--- src/rtl/uart_cmd_link_if.sv ---
// Command-processor side of the UART command link: assembled commands in,
// response bytes out.
interface uart_cmd_link_if;
    logic [15:0] cmd;
    logic        cmd_rdy;
    logic        clr_cmd_rdy;
    logic [7:0]  resp;
    logic        trmt;
    logic        tx_done;
    logic        overrun;

    modport master (
        output clr_cmd_rdy, resp, trmt,
        input  cmd, cmd_rdy, tx_done, overrun
    );

    modport slave (
        input  clr_cmd_rdy, resp, trmt,
        output cmd, cmd_rdy, tx_done, overrun
    );
endinterface

--- src/rtl/uart_cmd_link.sv ---
// 8N1 UART front end: packs received byte pairs (high byte first) into 16-bit
// commands and serialises 8-bit responses onto TX.
//
// state    | meaning
// RX_IDLE  | waiting for a falling edge on synced RX
// RX_START | half-bit wait, confirm start bit is still low
// RX_DATA  | sampling 8 data bits LSB first, one per bit period
// RX_STOP  | sampling stop bit; high = valid byte, low = framing error
// WAIT_HI  | assembler expects the high byte
// WAIT_LO  | high byte held, timeout running while receiver is idle
// TX_IDLE  | line high, ready to accept trmt
// TX_XMIT  | shifting out a 10-bit frame
module uart_cmd_link #(
    parameter int BAUD_DIV = 2604,
    parameter int TIMEOUT  = 1_000_000
) (
    input  logic            clk,
    input  logic            rst_n,
    input  logic            RX,
    output logic            TX,
    uart_cmd_link_if.slave  cpu
);

    localparam int BW = ($clog2(BAUD_DIV) > 12) ? $clog2(BAUD_DIV) : 12;
    localparam int TW = ($clog2(TIMEOUT + 1) > 20) ? $clog2(TIMEOUT + 1) : 20;

    localparam logic [BW-1:0] BIT_LD  = BW'(BAUD_DIV - 1);
    localparam logic [BW-1:0] HALF_LD = BW'(BAUD_DIV / 2 - 1);
    localparam logic [BW-1:0] BW_ONE  = BW'(1);
    localparam logic [TW-1:0] TMO_LD  = TW'(TIMEOUT);
    localparam logic [TW-1:0] TW_ONE  = TW'(1);

    typedef enum logic [1:0] {RX_IDLE, RX_START, RX_DATA, RX_STOP} rx_state_t;
    typedef enum logic       {WAIT_HI, WAIT_LO}                    asm_state_t;
    typedef enum logic       {TX_IDLE, TX_XMIT}                    tx_state_t;

    // Synchroniser resets low so a start bit already in progress at reset
    // release never looks like a fresh falling edge.
    logic rx_meta, rx_sync, rx_prev;
    logic rx_fall;

    always_ff @(posedge clk or negedge rst_n) begin
        if (!rst_n) begin
            rx_meta <= 1'b0;
            rx_sync <= 1'b0;
            rx_prev <= 1'b0;
        end else begin
            rx_meta <= RX;
            rx_sync <= rx_meta;
            rx_prev <= rx_sync;
        end
    end

    assign rx_fall = rx_prev & ~rx_sync;

    rx_state_t       rx_state, rx_state_nxt;
    logic [BW-1:0]   rx_cnt, rx_cnt_nxt;
    logic [2:0]      rx_idx, rx_idx_nxt;
    logic [7:0]      rx_shift, rx_shift_nxt;
    logic            byte_vld;
    logic            frame_err;

    always_ff @(posedge clk or negedge rst_n) begin
        if (!rst_n) begin
            rx_state <= RX_IDLE;
            rx_cnt   <= '0;
            rx_idx   <= '0;
            rx_shift <= '0;
        end else begin
            rx_state <= rx_state_nxt;
            rx_cnt   <= rx_cnt_nxt;
            rx_idx   <= rx_idx_nxt;
            rx_shift <= rx_shift_nxt;
        end
    end

    always_comb begin
        rx_state_nxt = rx_state;
        rx_cnt_nxt   = rx_cnt;
        rx_idx_nxt   = rx_idx;
        rx_shift_nxt = rx_shift;
        byte_vld     = 1'b0;
        frame_err    = 1'b0;
        case (rx_state)
            RX_IDLE: begin
                if (rx_fall) begin
                    rx_state_nxt = RX_START;
                    rx_cnt_nxt   = HALF_LD;
                end
            end
            RX_START: begin
                if (rx_cnt == '0) begin
                    if (rx_sync) begin
                        rx_state_nxt = RX_IDLE;
                    end else begin
                        rx_state_nxt = RX_DATA;
                        rx_cnt_nxt   = BIT_LD;
                        rx_idx_nxt   = '0;
                    end
                end else begin
                    rx_cnt_nxt = rx_cnt - BW_ONE;
                end
            end
            RX_DATA: begin
                if (rx_cnt == '0) begin
                    rx_shift_nxt = {rx_sync, rx_shift[7:1]};
                    rx_cnt_nxt   = BIT_LD;
                    if (rx_idx == 3'd7) begin
                        rx_state_nxt = RX_STOP;
                    end else begin
                        rx_idx_nxt = rx_idx + 3'd1;
                    end
                end else begin
                    rx_cnt_nxt = rx_cnt - BW_ONE;
                end
            end
            RX_STOP: begin
                if (rx_cnt == '0) begin
                    rx_state_nxt = RX_IDLE;
                    byte_vld     = rx_sync;
                    frame_err    = ~rx_sync;
                end else begin
                    rx_cnt_nxt = rx_cnt - BW_ONE;
                end
            end
            default: rx_state_nxt = RX_IDLE;
        endcase
    end

    asm_state_t      asm_state, asm_state_nxt;
    logic [7:0]      hi_byte, hi_byte_nxt;
    logic [TW-1:0]   tmo_cnt, tmo_cnt_nxt;
    logic            cmd_done;
    logic [15:0]     cmd_q;
    logic            cmd_rdy_q;
    logic            overrun_q;

    always_ff @(posedge clk or negedge rst_n) begin
        if (!rst_n) begin
            asm_state <= WAIT_HI;
            hi_byte   <= '0;
            tmo_cnt   <= '0;
            cmd_q     <= '0;
            cmd_rdy_q <= 1'b0;
            overrun_q <= 1'b0;
        end else begin
            asm_state <= asm_state_nxt;
            hi_byte   <= hi_byte_nxt;
            tmo_cnt   <= tmo_cnt_nxt;
            if (cmd_done) begin
                cmd_q <= {hi_byte, rx_shift};
            end
            // completion wins over a coincident clear
            cmd_rdy_q <= cmd_done | (cmd_rdy_q & ~cpu.clr_cmd_rdy);
            overrun_q <= cmd_done & cmd_rdy_q;
        end
    end

    always_comb begin
        asm_state_nxt = asm_state;
        hi_byte_nxt   = hi_byte;
        tmo_cnt_nxt   = tmo_cnt;
        cmd_done      = 1'b0;
        case (asm_state)
            WAIT_HI: begin
                if (byte_vld) begin
                    hi_byte_nxt   = rx_shift;
                    tmo_cnt_nxt   = TMO_LD;
                    asm_state_nxt = WAIT_LO;
                end
            end
            WAIT_LO: begin
                if (byte_vld) begin
                    cmd_done      = 1'b1;
                    asm_state_nxt = WAIT_HI;
                end else if (frame_err) begin
                    asm_state_nxt = WAIT_HI;
                end else if (rx_state == RX_IDLE) begin
                    // down-counter holds at zero rather than wrapping
                    if (tmo_cnt == '0) begin
                        asm_state_nxt = WAIT_HI;
                    end else begin
                        tmo_cnt_nxt = tmo_cnt - TW_ONE;
                    end
                end
            end
            default: asm_state_nxt = WAIT_HI;
        endcase
    end

    assign cpu.cmd     = cmd_q;
    assign cpu.cmd_rdy = cmd_rdy_q;
    assign cpu.overrun = overrun_q;

    tx_state_t       tx_state, tx_state_nxt;
    logic [BW-1:0]   tx_cnt, tx_cnt_nxt;
    logic [3:0]      tx_bits, tx_bits_nxt;
    logic [9:0]      tx_shift, tx_shift_nxt;
    logic            tx_done_q, tx_done_nxt;

    always_ff @(posedge clk or negedge rst_n) begin
        if (!rst_n) begin
            tx_state  <= TX_IDLE;
            tx_cnt    <= '0;
            tx_bits   <= '0;
            tx_shift  <= '1;
            tx_done_q <= 1'b0;
        end else begin
            tx_state  <= tx_state_nxt;
            tx_cnt    <= tx_cnt_nxt;
            tx_bits   <= tx_bits_nxt;
            tx_shift  <= tx_shift_nxt;
            tx_done_q <= tx_done_nxt;
        end
    end

    always_comb begin
        tx_state_nxt = tx_state;
        tx_cnt_nxt   = tx_cnt;
        tx_bits_nxt  = tx_bits;
        tx_shift_nxt = tx_shift;
        tx_done_nxt  = tx_done_q;
        case (tx_state)
            TX_IDLE: begin
                if (cpu.trmt) begin
                    tx_shift_nxt = {1'b1, cpu.resp, 1'b0};
                    tx_cnt_nxt   = BIT_LD;
                    tx_bits_nxt  = '0;
                    tx_done_nxt  = 1'b0;
                    tx_state_nxt = TX_XMIT;
                end
            end
            TX_XMIT: begin
                if (tx_cnt == '0) begin
                    tx_shift_nxt = {1'b1, tx_shift[9:1]};
                    tx_cnt_nxt   = BIT_LD;
                    if (tx_bits == 4'd9) begin
                        tx_done_nxt  = 1'b1;
                        tx_state_nxt = TX_IDLE;
                    end else begin
                        tx_bits_nxt = tx_bits + 4'd1;
                    end
                end else begin
                    tx_cnt_nxt = tx_cnt - BW_ONE;
                end
            end
            default: tx_state_nxt = TX_IDLE;
        endcase
    end

    assign TX          = tx_shift[0];
    assign cpu.tx_done = tx_done_q;

endmodule

--- src/flat_wrapper.sv ---
// flat-port wrapper written by rule: the top's interface ports become plain ports
module uart_cmd_link_flat 
#(
    parameter int BAUD_DIV = 2604,
    parameter int TIMEOUT  = 1_000_000
)
  (clk, rst_n, RX, TX, cpu_clr_cmd_rdy, cpu_resp, cpu_trmt, cpu_cmd, cpu_cmd_rdy, cpu_tx_done, cpu_overrun);
  uart_cmd_link_if cpu_i ();
  input  logic clk;
  input  logic rst_n;
  input  logic RX;
  output logic TX;
  input wire logic [$bits(cpu_i.clr_cmd_rdy)-1:0] cpu_clr_cmd_rdy;
  input wire logic [$bits(cpu_i.resp)-1:0] cpu_resp;
  input wire logic [$bits(cpu_i.trmt)-1:0] cpu_trmt;
  output wire logic [$bits(cpu_i.cmd)-1:0] cpu_cmd;
  output wire logic [$bits(cpu_i.cmd_rdy)-1:0] cpu_cmd_rdy;
  output wire logic [$bits(cpu_i.tx_done)-1:0] cpu_tx_done;
  output wire logic [$bits(cpu_i.overrun)-1:0] cpu_overrun;
  assign cpu_i.clr_cmd_rdy = cpu_clr_cmd_rdy;
  assign cpu_i.resp = cpu_resp;
  assign cpu_i.trmt = cpu_trmt;
  assign cpu_cmd = cpu_i.cmd;
  assign cpu_cmd_rdy = cpu_i.cmd_rdy;
  assign cpu_tx_done = cpu_i.tx_done;
  assign cpu_overrun = cpu_i.overrun;
  uart_cmd_link #(.BAUD_DIV(BAUD_DIV), .TIMEOUT(TIMEOUT)) u_core (.clk(clk), .rst_n(rst_n), .RX(RX), .TX(TX), .cpu(cpu_i));
endmodule
--- config.mk ---
export PLATFORM = sky130hd
export DESIGN_NAME = uart_cmd_link_flat
export DESIGN_NICKNAME = d
export VERILOG_FILES = /design/src/rtl/uart_cmd_link_if.sv /design/src/rtl/uart_cmd_link.sv /design/src/flat_wrapper.sv
export SDC_FILE = /design/constraint.sdc
export NUM_CORES = 1
export LEC_CHECK = 0
export ABC_AREA = 1
export CAP_MARGIN = 15
export CELL_PAD_IN_SITES_DETAIL_PLACEMENT = 1
export CELL_PAD_IN_SITES_GLOBAL_PLACEMENT = 1
export CORE_ASPECT_RATIO = 0.7
export CORE_MARGIN = 10
export CORE_UTILIZATION = 35
export DETAILED_ROUTE_END_ITERATION = 10
export HOLD_SLACK_MARGIN = 0.12
export MAX_ROUTING_LAYER = met4
export PLACE_DENSITY = 0.74
export SETUP_SLACK_MARGIN = 0.3
export SYNTH_ARGS = -nofsm -noshare
export SYNTH_HDL_FRONTEND = slang
export SYNTH_SLANG_ARGS = --single-unit
export TNS_END_PERCENT = 50
--- constraint.sdc ---
create_clock -name clk -period 4 [get_ports clk]
set_input_delay 0.8 -clock clk [delete_from_list [all_inputs] [get_ports clk]]
set_output_delay 0.8 -clock clk [all_outputs]
set_load 0.05 [all_outputs]
==> results.toml, run 1 <==
[status]
status = "complete, no violations"

[synth]
yosys_warnings = 0
synth_flop_cell = "dfrtp_1"
synth_edf_count = 0
synth_cell_types = 34
syn_nets = 728
synth-async-reset-ratio_pct = 100
ys_seq_area_share_pct = 47.4
syn_area_um2 = 5410
synth-seq-cells = 102
syn_inst = 701
avgSynthCellArea_um2 = 7.71

[detailed_routing]
drc = 0
drt_iter0_drc = 273
wl_um = 14200
ant_nets = 0
avgRoutedWirePerCell_um = 15.3
vias_per_cell = 4.99
num_vias = 4639
first_pass_iters = 4

[finish]
fin_util_pct = 41.6
drive_above_1_share_pct = 5.72
antenna_cells = 0
fillCellCount = 1838
nets = 756
area_growth_pct = 14.8

[worst_setup_path]
cp.arrival_ns = 2.93
end_kind = "register"
ff2ff_path_depth = 11
critPathMaxFanout = 21
cp.required_ns = 4.24
critPathLaunchType = "register"
setup.worst_path.class = "register to register"

[floorplanning]
fp.dieH_um = 124
dieWidth_um = 169
start_util_pct = 36.3
io_pins = 33
rows = 37
coreArea_um2 = 14900
die_area_um2 = 20900

[placed_design]
gp_congestion = 0.880
io_buffers = 32
dpl.hpwl_um = 10600

[timing]
slew_violations = 0
fin_crit_sh_pct = 67.4
finalHoldViolCount = 0
clock_skew_ns = 0.0128
finalSetupTns_ns = 0
worstMarginPinSlew_ns = 0.770
rsz0062_at_grt = "no"
setup_violations = 0
max_slew_margin_pct = 48.7
fmax_mhz = 371
period_needed_ns = 2.70

[grt]
grt_max_degree = 51
grt_use_total_pct = 14.6
grt_pass1_vias = 4756
overflow = 0
antenna_found_initial = 0
grt_pass1_wl_um = 24400

[flow_run]
max_cap_violations = 0

[clock_network]
clk_pin_slew_ns = 0.07
cts_tree = "yes"
cts_sinks = 102
htreeDepth = 3
cts_setup_buffers = 0
clkLatencyLatePin_ns = 0.36
clockRootBuffer = "clkbuf_16"
cts_resized = 0
cts_buffers = 9
cts_max_path_buffers = 2
postCtsHoldBufs = 0

[pwr]
vdd_drop_max_v = 0.000206
p_per_area_nw_per_um2 = 491
p_leak_nw = 3.11

[min_path]
hold_class = "register to register"
hold_depth = 0
==> worst paths after layout <==
kind | start | end | slack, ns
min reg2reg | u_core.rx_meta$_DFF_PN0_ | u_core.rx_sync$_DFF_PN0_ | 0.37
min | u_core.rx_meta$_DFF_PN0_ | u_core.rx_sync$_DFF_PN0_ | 0.37
min in group asynchronous | rst_n | u_core.tmo_cnt[5]$_DFFE_PN0P_ | 0.49
max in group asynchronous | rst_n | u_core.rx_shift[0]$_DFFE_PN0P_ | 2.64
max reg2reg | u_core.rx_cnt[0]$_DFFE_PN0P_ | u_core.tmo_cnt[18]$_DFFE_PN0P_ | 1.30
max | u_core.rx_cnt[0]$_DFFE_PN0P_ | u_core.tmo_cnt[18]$_DFFE_PN0P_ | 1.30
==> where the power goes <==
group          internal [mW]  leakage [nW]  switching [mW]
logic                  0.270          1.64           0.601
clock network          0.497         0.150           0.418
registers               1.14          1.32           0.119
==> state kept, by name, indices dropped and copies added, names as in the netlist, named ones only <==
name,cells
u_core.tmo_cnt,20
u_core.cpu.cmd,16
u_core.rx_cnt,12
u_core.tx_cnt,12
u_core.tx_shift,9
u_core.hi_byte,8
u_core.rx_shift,8
u_core.tx_bits,4
u_core.rx_idx,3
u_core.asm_state,1
u_core.cpu.cmd_rdy,1
u_core.cpu.overrun,1
u_core.cpu.tx_done,1
u_core.rx_meta,1
u_core.rx_prev,1
u_core.rx_state,1
u_core.rx_sync,1
u_core.tx_state,1
==> kinds of logic after synthesis <==
| family | after synthesis | share of synthesized area [%] |
|---|---|---|
| XOR/XNOR | 20 | 3.24 |
| AND/OR/NAND/NOR | 383 | 30.0 |
| AO/OA/AOI/OAI | 82 | 7.87 |
| adder cells (fa/ha/maj) | 14 | 3.24 |
| buffers and inverters | 94 | 7.15 |
| flip-flops | 102 | 47.4 |
| multiplexers | 6 | 1.11 |
==> final cells by class <==
| type | count | area, um^2 | area share, % |
|---|---|---|---|
| sequential | 102 | 2560 | 41.3 |
| multi-input combinational | 505 | 2450 | 39.6 |
| timing repair buffer | 36 | 355 | 5.73 |
| inverter | 75 | 282 | 4.54 |
| tap | 195 | 244 | 3.93 |
| clock buffer | 10 | 229 | 3.69 |
| clock inverter | 6 | 76.3 | 1.23 |
==> worst max-delay path, stage by stage (launching register included) <==
cell and delay [ns]:
dfrtp_1 0.39, inv_1 0.15, ha_1 0.25, inv_1 0.07, nor2_1 0.12, nand3_2 0.11, nor2_4 0.18, nand4_4 0.26
nand2_2 0.45, nand2_2 0.37, nand2_1 0.15, nand2_1 0.07
==> per-layer routing <==
layer,up-vias,part of all wire [%],track usage [%]
li1,2295,-,-
met1,2285,52,20.0
met2,54,43,21.3
met3,5,4.2,3.84
met4,0,0.60,2.98
met5,-,0,-
==> cells in the mapped netlist, types with 3 or more instances <==
| cell type | n | area share (%) |
|---|---|---|
| nand2_1 | 197 | 14 |
| nor2_1 | 96 | 6.7 |
| dfrtp_1 | 93 | 43 |
| inv_1 | 74 | 5.1 |
| nand3_1 | 57 | 5.3 |
| o21ai_0 | 42 | 3.9 |
| a21oi_1 | 18 | 1.7 |
| xor2_1 | 15 | 2.4 |
| ha_1 | 14 | 3.2 |
| o21ai_1 | 14 | 1.3 |
| nand4_1 | 11 | 1.3 |
| buf_2 | 9 | 0.83 |
| dfstp_2 | 9 | 4.4 |
| clkbuf_1 | 6 | 0.42 |
| mux2i_1 | 6 | 1.1 |
| xnor2_1 | 5 | 0.81 |
| nand3b_1 | 4 | 0.56 |
| nor3_1 | 4 | 0.37 |
| o22ai_1 | 4 | 0.46 |
| nor2_2 | 3 | 0.35 |
==> layout by cell type (no fill, tap or decap), types with 2 or more instances in the layout <==
cell             synthesis  final
nand3b_1                 4      4
mux2i_1                  6      6
clkinv_4                 0      2
nor2_1                  96     96
ha_1                    14     14
clkdlybuf4s50_1          0     31
nand4_1                 11     11
or2_2                    2      2
nor2_2                   3      3
xnor2_1                  5      5
nand3_2                  2      2
inv_1                   74     74
nor3_1                   4      4
nand2_1                197    197
clkbuf_16                0      9
dfrtp_1                 93     93
nor4_1                   2      2
nand2_2                  2      2
o22ai_1                  4      4
a21oi_1                 18     18
o21ai_0                 42     42
o21ai_1                 14     14
buf_4                    2      4
inv_6                    0      2
dfstp_2                  9      9
xor2_1                  15     15
nand3_1                 57     57
==> per-stage QoR <==
stage / instances / power, mW / hold slack, ns / area, um^2 / setup slack [ns]
2_1_floorplan: 701 / 1.85 / 0.331 / 5410 / 2.30
3_3_place_gp: 912 / 2.07 / 0.340 / 5880 / 1.48
3_5_place_dp: 912 / 2.13 / 0.351 / 5880 / 1.27
4_1_cts: 928 / 3.07 / 0.367 / 6190 / 1.28
5_1_grt: 929 / 3.25 / 0.378 / 6200 / 1.05
6_report: 929 / 3.05 / 0.370 / 6200 / 1.30
(Power assumes the default switching activity.)
==> run 2: changes to the inputs <==
--- a/config.mk
+++ b/config.mk
@@ -15,7 +15,7 @@
 export DETAILED_ROUTE_END_ITERATION = 10
 export HOLD_SLACK_MARGIN = 0.12
 export MAX_ROUTING_LAYER = met4
-export PLACE_DENSITY = 0.74
+export PLACE_DENSITY = 0.77
 export SETUP_SLACK_MARGIN = 0.3
 export SYNTH_ARGS = -nofsm -noshare
 export SYNTH_HDL_FRONTEND = slang
==> constraint.sdc (replaced) <==
create_clock -name clk -period 2.35 [get_ports clk]
set_input_delay 0.47 -clock clk [delete_from_list [all_inputs] [get_ports clk]]
set_output_delay 0.47 -clock clk [all_outputs]
set_load 0.05 [all_outputs]
==> results.toml, run 2 (synthesis gave the netlist of run 1 again) <==
[status]
status = "complete, no violations"

[finish]
layout_common_cells = "nand2_1 (195), nor2_1 (94), dfrtp_1 (93), inv_1 (72), nand3_1 (57)"
final_common_cell = "nand2_1"
fin_area_um2 = 6300
drive_above_1_share_pct = 7.94
nets = 765
area_growth_pct = 16.5
regMostFlops = "u_core.tmo_cnt"
stdcell_count = 938
antenna_cells = 0
fillCellCount = 1827
largest_reg_flops = 20

[detailed_routing]
wl_um = 14200
num_vias = 4683
highest_layer = "met4"
ant_nets = 0
drt-met1-wl_um = 7000
avgRoutedWirePerCell_um = 15.1
drt_iter0_drc = 293
first_pass_iters = 4
met2_wirelength_um = 6370
drc = 0
vias_per_cell = 4.99
dr_wl_met3_um = 723

[clock_network]
clk_pin_slew_ns = 0.08
cts_tree = "yes"
clkLatencyLatePin_ns = 0.36
htreeDepth = 3
cts_max_path_buffers = 2
cts_sinks = 102
clockRootBuffer = "clkbuf_16"
postCtsHoldBufs = 0
cts_buffers = 9

[worst_setup_path]
path_buf_inv = 1
cp.arrival_ns = 1.54
cp_slowest_stage_delay_ns = 0.82
crit_chain = "clkdlybuf4s50_1"
critPathLaunch = "u_core.cpu.cmd[0]$_DFFE_PN0P_"
cp.required_ns = 1.88
end_kind = "primary output"
critPathMaxFanout = 2
rr_startpoint = "u_core.rx_state[0]$_DFFE_PN0P_"
cp_slowest_cell = "clkdlybuf4s50_1"
cpLargestDelayFamily = "buffers and inverters"
setup.worst_path.class = "register to primary output"
critPathLaunchType = "register"

[grt]
grt_pass1_vias = 4949
grt_pass1_wl_um = 24400
antenna_found_initial = 0
grt_use_total_pct = 14.7
grt_max_degree = 45
overflow = 0

[timing]
worstMarginPinSlew_ns = 0.760
fin_ws_ns = 0.339
slew_violations = 0
setup_violations = 0
finalHoldViolCount = 0
rsz0062_at_grt = "yes"
finalSetupTns_ns = 0
fmax_mhz = 497
hold_slack_ns = 0.143
period_needed_ns = 2.01
clock_skew_ns = 0.0103
max_slew_margin_pct = 48.8
fin_crit_sh_pct = 85.6

[flow_run]
max_cap_violations = 0

[pwr]
p_leak_nw = 3.16
vdd_drop_max_v = 0.000327
switching_power_mw = 1.94
p_comb_share_pct = 29.3
switching_share_pct = 37.9
p_per_area_nw_per_um2 = 813
p_int_mw = 3.18
clkPwrFrac_pct = 28.8
seqPwrFrac_pct = 41.9

[placed_design]
place_area_um2 = 5960
pre_cts_ws_ns = 0.307
placed_cells = 920
gp_congestion = 0.910
io_buffers = 32
dpl.hpwl_um = 10300

[floorplanning]
dieWidth_um = 169
start_util_pct = 36.3
coreArea_um2 = 14900
rows = 37
die_area_um2 = 20900
fp.dieH_um = 124
io_pins = 33

[min_path]
hold_class = "input port to async pin"
run 2: path summary, 6_finish.rpt:
kind / depth (start not counted) / end / slack (ns)
max: 1 / cpu_cmd[0] / 0.34
min: 1 / u_core.rx_cnt[11]$_DFFE_PN0P_ / 0.14
max reg2reg: 6 / u_core.rx_cnt[7]$_DFFE_PN0P_ / 0.36
min reg2reg: 0 / u_core.rx_sync$_DFF_PN0_ / 0.35
max in group asynchronous: 2 / u_core.hi_byte[7]$_DFFE_PN0P_ / 1.49
min in group clk: 0 / u_core.rx_sync$_DFF_PN0_ / 0.35
run 2: power by group through the flow:
stage | registers (mW) | clock network, mW | logic [mW]
2_1_floorplan | 2.11 | 0 | 1.04
3_3_place_gp | 2.16 | 0 | 1.37
3_5_place_dp | 2.17 | 0 | 1.43
4_1_cts | 2.14 | 1.54 | 1.45
5_1_grt | 2.16 | 1.62 | 1.71
6_report | 2.14 | 1.47 | 1.50
run 2: cell type report:
type                    instances  area [um^2]  share of cell area (%)
clock buffers                   9          225                    3.58
clock inverters                 7         66.3                    1.05
inverters                      75          282                    4.47
multi-input cells             505         2490                    39.5
flip-flops and latches        102         2560                    40.7
well taps                     195          244                    3.87
repair buffers                 45          432                    6.85
run 2: layer usage:
| layer | up-vias | global-route usage, % |
|---|---|---|
| met5 | - | - |
| met2 | 83 | 22.2 |
| met3 | 10 | 4.09 |
| li1 | 2313 | - |
| met4 | 0 | 4.83 |
| met1 | 2277 | 18.7 |
run 2: what timing repair did:
action | 4_1_cts | 5_1_grt
buffers inserted | 0 | 2
resized for setup | 3 | 12
pin swaps | 0 | 2
endpoints found under the setup margin | 6 | 46
run 2: per-stage QoR:
stage / power [mW] / utilization, %
floorplan: 3.15 / -
global placement: 3.52 / 40.0
detailed placement: 3.60 / 40.0
CTS: 5.13 / 41.9
global route: 5.49 / 42.3
finish: 5.12 / 42.3
==> run 3: changes to the inputs <==
--- a/config.mk
+++ b/config.mk
@@ -16,6 +16,7 @@
 export HOLD_SLACK_MARGIN = 0.12
 export MAX_ROUTING_LAYER = met4
 export PLACE_DENSITY = 0.77
+export RECOVER_POWER = 100
 export SETUP_SLACK_MARGIN = 0.3
 export SYNTH_ARGS = -nofsm -noshare
 export SYNTH_HDL_FRONTEND = slang
==> results.toml, run 3 (synthesis gave the netlist of run 1 again) <==
[status]
status = "complete, no violations"

[floorplanning]
dieWidth_um = 169
die_area_um2 = 20900
io_pins = 33
fp.dieH_um = 124
coreArea_um2 = 14900
start_util_pct = 36.3
rows = 37

[detailed_routing]
num_vias = 4687
wl_um = 14200
ant_nets = 0
avgRoutedWirePerCell_um = 15.2
highest_layer = "met4"
drt_iter0_drc = 287
drc = 0
dr_wl_met3_um = 758
vias_per_cell = 5.00
met2_wirelength_um = 6420
first_pass_iters = 4
drt-met1-wl_um = 7010

[min_path]
hold_class = "register to register"

[timing]
clock_skew_ns = 0.0102
period_needed_ns = 2.09
slew_violations = 0
max_slew_margin_pct = 16.4
setup_violations = 0
fin_crit_sh_pct = 89.0
finalHoldViolCount = 0
rsz0062_at_grt = "yes"
finalSetupTns_ns = 0
worstMarginPinSlew_ns = 1.25
fmax_mhz = 478

[clock_network]
postCtsHoldBufs = 0
cts_max_path_buffers = 2
cts_sinks = 102
htreeDepth = 3
clk_pin_slew_ns = 0.07
clockRootBuffer = "clkbuf_16"
cts_buffers = 9
clkLatencyLatePin_ns = 0.36
cts_tree = "yes"

[finish]
fin_util_pct = 41.8
regMostFlops = "u_core.tmo_cnt"
drive_above_1_share_pct = 6.33
antenna_cells = 0
nets = 765
final_common_cell = "nand2_1"
area_growth_pct = 15.3
fin_area_um2 = 6230
layout_common_cells = "nand2_1 (198), nor2_1 (96), dfrtp_1 (93), inv_1 (74), nand3_1 (57)"
largest_reg_flops = 20

[flow_run]
max_cap_violations = 0

[worst_setup_path]
crit_top_cell = "inv_1"
reg2reg_slack_ns = 0.26
crit_chain = "inv_1 > ha_1 > inv_1 > nor2_1 > nand3_2 > nor2_4 > o21ai_1 > nand2_1 > inv_1 > o21ai_0 > o21ai_0"
critPathMaxFanout = 9
cp.arrival_ns = 2.33
setup.worst_path.class = "register to register"
cp_slowest_cell = "dfrtp_1"
cp.required_ns = 2.59
end_kind = "register"
critPathLaunchType = "register"
cp_slowest_stage_delay_ns = 0.38

[grt]
overflow = 0
grt_pass1_vias = 4949
grt_max_degree = 45
antenna_found_initial = 0
grt_pass1_wl_um = 24400
grt_use_total_pct = 14.7

[placed_design]
place_area_um2 = 5960
dpl.hpwl_um = 10300
io_buffers = 32
gp_congestion = 0.910

[pwr]
p_per_area_nw_per_um2 = 818
total_power_mw = 5.09
p_leak_nw = 3.22
vdd_drop_max_v = 0.000327
## run 3: cell count changes in the layout (fill, tap and decap cells not counted), sizes merged
cell           before  now
dlygate4sd3         0   18
clkdlybuf4s50      28   10
buf                14    8
clkbuf              9   15
## run 3: stage by stage
stage | cells | setup slack (ns) | hold WS (ns)
2_1_floorplan | 701 | 0.647 | 0.174
6_report | 938 | 0.259 | 0.354
5_1_grt | 938 | 0.103 | 0.374
3_5_place_dp | 920 | 0.307 | 0.340
4_1_cts | 936 | 0.295 | 0.152
3_3_place_gp | 920 | 0.337 | 0.339
## run 3: report_power, final
part           total [mW]  switching (mW)  internal, mW
Combinational        1.47           0.992         0.479
Sequential           2.14           0.198          1.94
Clock                1.48           0.737         0.745
## run 3: cell type report
type	instances	area, um^2
Clock buffer	9	225
Clock inverter	7	66.3
Fill cell	1836	8680
Inverter	75	282
Multi-Input combinational cell	505	2450
Sequential cell	102	2560
Tap cell	195	244
Timing Repair Buffer	45	402
## run 3: repair_timing
item                       CTS  global route
buffers inserted             0             2
gates resized for setup      3            12
setup endpoints to repair    6            46
pin swaps                    0             2
## run 3: critical path, delay by kind of cell, from the launching register on
kind / cells / cell delay [ns]
AO/OA/AOI/OAI: 3 / 0.42
flip-flops: 1 / 0.38
AND/OR/NAND/NOR: 4 / 0.58
buffers and inverters: 3 / 0.35
adder cells (fa/ha/maj): 1 / 0.24
## run 3: routing by layer
layer,global-route usage [%],up-vias
met5,-,-
met4,4.83,0
met3,4.09,10
met2,22.2,85
met1,18.7,2286
li1,-,2306
## run 3: final timing paths
path | startpoint | endpoint | cells after the start
max | u_core.rx_cnt[1]$_DFFE_PN0P_ | u_core.rx_cnt[0]$_DFFE_PN0P_ | 11
min | u_core.rx_meta$_DFF_PN0_ | u_core.rx_sync$_DFF_PN0_ | 0
max reg2reg | u_core.rx_cnt[1]$_DFFE_PN0P_ | u_core.rx_cnt[0]$_DFFE_PN0P_ | 11
min reg2reg | u_core.rx_meta$_DFF_PN0_ | u_core.rx_sync$_DFF_PN0_ | 0
max in group asynchronous | rst_n | u_core.rx_cnt[0]$_DFFE_PN0P_ | 2
min in group asynchronous | rst_n | u_core.rx_cnt[11]$_DFFE_PN0P_ | 1
